## src/rtl/score_fill_controller.sv

```systemverilog
// Sequencer for a score-matrix fill: row-0/column-0 init, then per-cell read/max/write.
// Ports: clk, rst, start, signal, max_in, max_valid -> init/read/max/write strobes, addr, i, j, max, busy, done.
module score_fill_controller #(
  parameter int N       = 128,
  parameter int GAP     = -2,
  parameter int BitAddr = $clog2(N + 1)
) (
  input  logic               clk,
  input  logic               rst,
  input  logic               start,
  input  logic               signal,
  input  logic [8:0]         max_in,
  input  logic               max_valid,
  output logic               en_init,
  output logic               init_col,
  output logic [BitAddr:0]   addr,
  output logic [8:0]         data_init,
  output logic               en_read,
  output logic               en_counter_3,
  output logic               max_req,
  output logic               we,
  output logic               en_ins,
  output logic [8:0]         max,
  output logic [BitAddr:0]   i,
  output logic [BitAddr:0]   j,
  output logic               busy,
  output logic               done
);

  localparam int AbsGap = (GAP < 0) ? -GAP : GAP;
  localparam logic [BitAddr:0] LastIdx = N[BitAddr:0];
  localparam logic [BitAddr:0] One = {{BitAddr{1'b0}}, 1'b1};
  localparam logic [8:0] GapStep = GAP[8:0];

  if (N * AbsGap > 256) begin : g_range_err
    $error("score_fill_controller: N*|GAP| exceeds 256");
  end

  typedef enum logic [2:0] {
    S_IDLE,
    S_INIT,
    S_READ,
    S_MAX,
    S_WRITE,
    S_DONE
  } state_t;

  state_t           r_state;
  state_t           w_next;
  logic [BitAddr:0] r_k;
  logic             r_col;
  logic [8:0]       r_data;
  logic [BitAddr:0] r_i;
  logic [BitAddr:0] r_j;
  logic [8:0]       r_max;
  logic             w_k_last;
  logic             w_i_last;
  logic             w_j_last;

  assign w_k_last  = (r_k == LastIdx);
  assign w_i_last  = (r_i == LastIdx);
  assign w_j_last  = (r_j == LastIdx);
  assign addr      = r_k;
  assign init_col  = r_col;
  assign data_init = r_data;
  assign i         = r_i;
  assign j         = r_j;
  assign max       = r_max;

  always_ff @(posedge clk or posedge rst) begin
    if (rst) r_state <= S_IDLE;
    else     r_state <= w_next;
  end

  always_comb begin
    w_next       = r_state;
    en_init      = 1'b0;
    en_read      = 1'b0;
    en_counter_3 = 1'b0;
    max_req      = 1'b0;
    we           = 1'b0;
    en_ins       = 1'b0;
    busy         = 1'b0;
    done         = 1'b0;
    unique case (r_state)
      S_IDLE: begin
        if (start) w_next = S_INIT;
      end
      S_INIT: begin
        en_init = 1'b1;
        we      = 1'b1;
        busy    = 1'b1;
        if (r_col && w_k_last) w_next = S_READ;
      end
      S_READ: begin
        en_read      = 1'b1;
        en_counter_3 = 1'b1;
        busy         = 1'b1;
        if (signal) w_next = S_MAX;
      end
      S_MAX: begin
        max_req = 1'b1;
        busy    = 1'b1;
        if (max_valid) w_next = S_WRITE;
      end
      S_WRITE: begin
        we     = 1'b1;
        en_ins = 1'b1;
        busy   = 1'b1;
        w_next = (w_i_last && w_j_last) ? S_DONE : S_READ;
      end
      S_DONE: begin
        done   = 1'b1;
        w_next = S_IDLE;
      end
      default: w_next = S_IDLE;
    endcase
  end

  // Each init index is issued twice (row 0, then column 0); the score
  // accumulator steps by GAP once per index so it wraps like k*GAP mod 512.
  always_ff @(posedge clk or posedge rst) begin
    if (rst) begin
      r_k    <= '0;
      r_col  <= 1'b0;
      r_data <= '0;
      r_i    <= '0;
      r_j    <= '0;
      r_max  <= '0;
    end else begin
      unique case (r_state)
        S_IDLE: begin
          if (start) begin
            r_k    <= '0;
            r_col  <= 1'b0;
            r_data <= '0;
          end
        end
        S_INIT: begin
          if (!r_col) begin
            r_col <= 1'b1;
          end else if (w_k_last) begin
            r_col  <= 1'b0;
            r_k    <= '0;
            r_data <= '0;
            r_i    <= One;
            r_j    <= One;
          end else begin
            r_col  <= 1'b0;
            r_k    <= r_k + One;
            r_data <= r_data + GapStep;
          end
        end
        S_MAX: begin
          if (max_valid) r_max <= max_in;
        end
        S_WRITE: begin
          if (!w_j_last) begin
            r_j <= r_j + One;
          end else if (!w_i_last) begin
            r_j <= One;
            r_i <= r_i + One;
          end
        end
        default: ;
      endcase
    end
  end

endmodule

```

## config.mk

```make
export PLATFORM = sky130hd
export DESIGN_NAME = score_fill_controller
export DESIGN_NICKNAME = d
export VERILOG_FILES = /design/src/rtl/score_fill_controller.sv
export SDC_FILE = /design/constraint.sdc
export NUM_CORES = 1
export LEC_CHECK = 0
export BUFFER_PORTS_ARGS = -buffer_cell sky130_fd_sc_hd__buf_2
export CAP_MARGIN = 0
export CORE_ASPECT_RATIO = 2
export CORE_MARGIN = 2
export CORE_UTILIZATION = 30
export DETAILED_ROUTE_END_ITERATION = 8
export MAX_ROUTING_LAYER = met4
export SETUP_SLACK_MARGIN = 0.3
export SLEW_MARGIN = 30
export SYNTH_ARGS = -nofsm -noshare
export SYNTH_HDL_FRONTEND = slang
export SYNTH_SLANG_ARGS = --single-unit
```

## constraint.sdc

```tcl
create_clock -name clk -period 3.25 [get_ports clk]
set_input_delay 0.1625 -clock clk [delete_from_list [all_inputs] [get_ports clk]]
set_output_delay 0.1625 -clock clk [all_outputs]
set_load 0.02 [all_outputs]
```

==> metrics.cfg <==
[timing]
slew_headroom_pct=56.53
tightest_slew_ns=0.6430
setup_tns_ns=0
finalHoldViolations=0
setup_violations=0
fin_crit_ns=2.047
timing.fmax_mhz=488.6
rsz0062_at_grt=false
finalClockSkew_ns=0.005052
post-route-period-util_pct=62.98
maxSlewViolCount=0

[layout]
diodes=0
final_area_um2=3252
area_delta_synth_final_pct=20.72
seqCellArea_um2=1201
fin_nets=345
fillers=914
drive_gt1_share_pct=31.69
multi_input_area_um2=1350

[synth]
synth_area_leaders=dfrtp_1 45%, a22o_1 5.9%, mux2_2 3.8%, nand2_1 3.3%, ha_1 3.3%
synthTopCellsByCount=48 x dfrtp_1, 24 x nand2_1, 18 x a22o_1
ys_ff_latch=48
synth_area_um2=2694
synth_top_area_share_pct=44.59
synth.lib_cells_used.distinct=60
synth_cells=258
synth_ff_type=dfrtp_1
syn_avg_cell_area_um2=10.44
async_reset_ff_share_pct=100.0
yosysMostFrequentCell=dfrtp_1
synthesis.nets=279
ys_seq_area_share_pct=44.59
synth-edff-count=0
synth.yosys.warnings=0
synth_top_area_cell=dfrtp_1

[min_path]
hp-start=max_in[2]
hold_end=max[2]
hp-class=in2reg
hold_depth=2

[power_and_ir_drop]
internal_power_w=0.001548
switching_share_pct=41.02
power_frac_clock_pct=22.0
p_sw_w=0.001077
leakage_nw=1.627
power-per-cell-area_nw_per_um2=807.2
ir_worst_vdd_uv=440.2
combPwrFrac_pct=43.6
power_w=0.002625
pwr-share-seq_pct=34.4

[worst_setup_path]
end_kind=flop
worstPathMaxFanout=9
crit_required_ns=3.43
slowest_stage=dfrtp_1
r2r_start=addr[0]
path_cells=inv_1 -> ha_1 -> nor4bb_1 -> nand4_2 -> nor2b_1 -> a22o_1
r2r_end=j[8]
arrival_ns=2.22
critical_path.max_stage_delay_ns=0.43
critPathKind=reg2reg
startpoint_type=flop
r2r_slack_ns=1.20
rr_worst_depth=6

[global_route]
grt_pass1_vias=2274
grt_first_pass_wirelength_um=11250
grt_max_degree=26
gr-total-overflow=0
grt_usage_pct=14.70
antenna_found_initial=0

[placement]
place_congestion=0.8067
dpl.hpwl_um=5129
place_area_um2=3078
portBuffers=66

[floorplanning]
dieArea_um2=9799
pin_count=68
initial_utilization_pct=30.30
die_h_um=138.0
std_cell_rows=49
die_w_um=71.01
core_um2=8890

[drt]
vias_per_cell=5.281
wire_per_inst_um=15.96
drc=0
vias=2255
antenna_left=0
wl_um=6816
drt_pre_antenna_iters=4
drtIter0Drc=125

[clocking]
clk_pin_slew_worst_paths_ns=0.06
cts_tree=done
clockRootBuffer=clkbuf_16
clock_latency_ns=0.29
cts_buffers=5
clock-sinks=48
clk_path_buf_depth=2
htreeDepth=2

[status]
status=completed

[run]
maxCapViolations=0

## through the flow
stage	utilization, %	hold slack [ns]	instances	worst slack [ns]
detailed placement	34.62	0.2384	418	1.206
global route	36.58	0.09367	427	0.9477
global placement	34.62	0.2285	418	1.231
CTS	36.58	0.09850	427	1.198
floorplan	-	0.2948	258	1.347
finish	36.58	0.1033	427	1.203
## state kept, by name (all words and copies together) (netlist names)
register	cells
init_col	1
max	9
r_state	3
i	9
j	9
addr	9
data_init	8
## critical path: cells and delay by family, from the launching register on
family | cells | cell delay, ns
fa+ha+maj | 1 | 0.17
buf+inv | 1 | 0.09
simple gates | 3 | 1.01
flops | 1 | 0.43
compound gates | 1 | 0.25
## power groups by stage
stage	clock network, W	registers (W)	logic [W]
after floorplan	0	0.00104	0.000713
after global placement	0	0.000908	0.00114
after detailed placement	0	0.000915	0.00115
after CTS	0.000595	0.000904	0.00116
after global routing	0.000622	0.000936	0.00126
final	0.000578	0.000902	0.00114
## timing repair
item,in CTS,in global routing
gates resized for setup,0,0
endpoints found under the hold margin,24,0
buffers inserted,0,0
hold buffers,1,0
## layout by cell type, fill, tap and decap left out, types with 4 or more instances in the layout
| cell type | Yosys | routed |
|---|---|---|
| buf_2 | 2 | 66 |
| dfrtp_1 | 48 | 48 |
| nand2_1 | 24 | 24 |
| a22o_1 | 18 | 18 |
| o21ai_0 | 16 | 16 |
| nor3_1 | 11 | 11 |
| nor2_1 | 9 | 9 |
| nand3_1 | 9 | 9 |
| inv_1 | 10 | 9 |
| mux2_2 | 9 | 9 |
| nor2b_1 | 7 | 7 |
| ha_1 | 7 | 7 |
| mux2i_1 | 5 | 5 |
| a21oi_1 | 5 | 5 |
| clkbuf_16 | 0 | 5 |
| nor4_1 | 4 | 4 |
| a21o_1 | 4 | 4 |
## per-layer routing
layer | up-vias | share of wire, % | GRT usage [%]
li1 | 1076 | - | -
met1 | 1103 | 38 | 15.47
met2 | 63 | 55 | 26.12
met3 | 13 | 3.7 | 2.843
met4 | 0 | 2.6 | 6.157
met5 | - | 0 | -
## final cells by class
class / instances / area share (%)
multi-input cells: 189 / 41.52
clock buffers: 6 / 3.963
flip-flops and latches: 48 / 36.94
repair buffers: 69 / 10.93
well taps: 102 / 3.925
clock inverters: 2 / 1.077
inverters: 11 / 1.654
## logic make-up (layout without fill, tap and decap cells)
logic type / count (synthesis) / after routing / synth area share (%)
flip-flops: 48 / 48 / 44.59
AO/OA/AOI/OAI: 64 / 64 / 17.46
adder cells (fa/ha/maj): 7 / 7 / 3.251
AND/OR/NAND/NOR: 97 / 97 / 21.69
XOR/XNOR: 6 / 6 / 1.951
other: 1 / 1 / 0.1392
buffers and inverters: 21 / 88 / 5.295
multiplexers: 14 / 14 / 5.620
## worst max-delay path by stage
stage	startpoint	to	slack, ns	cells past startpoint
global route	addr[0]	i[7]	0.95	6
global placement	addr[0]	j[8]	1.23	6
floorplan	addr[0]	i[6]	1.35	6
CTS	addr[2]	addr[3]	1.20	4
finish	addr[0]	j[8]	1.20	6
detailed placement	addr[0]	i[7]	1.21	6
(Power assumes the default switching activity.)
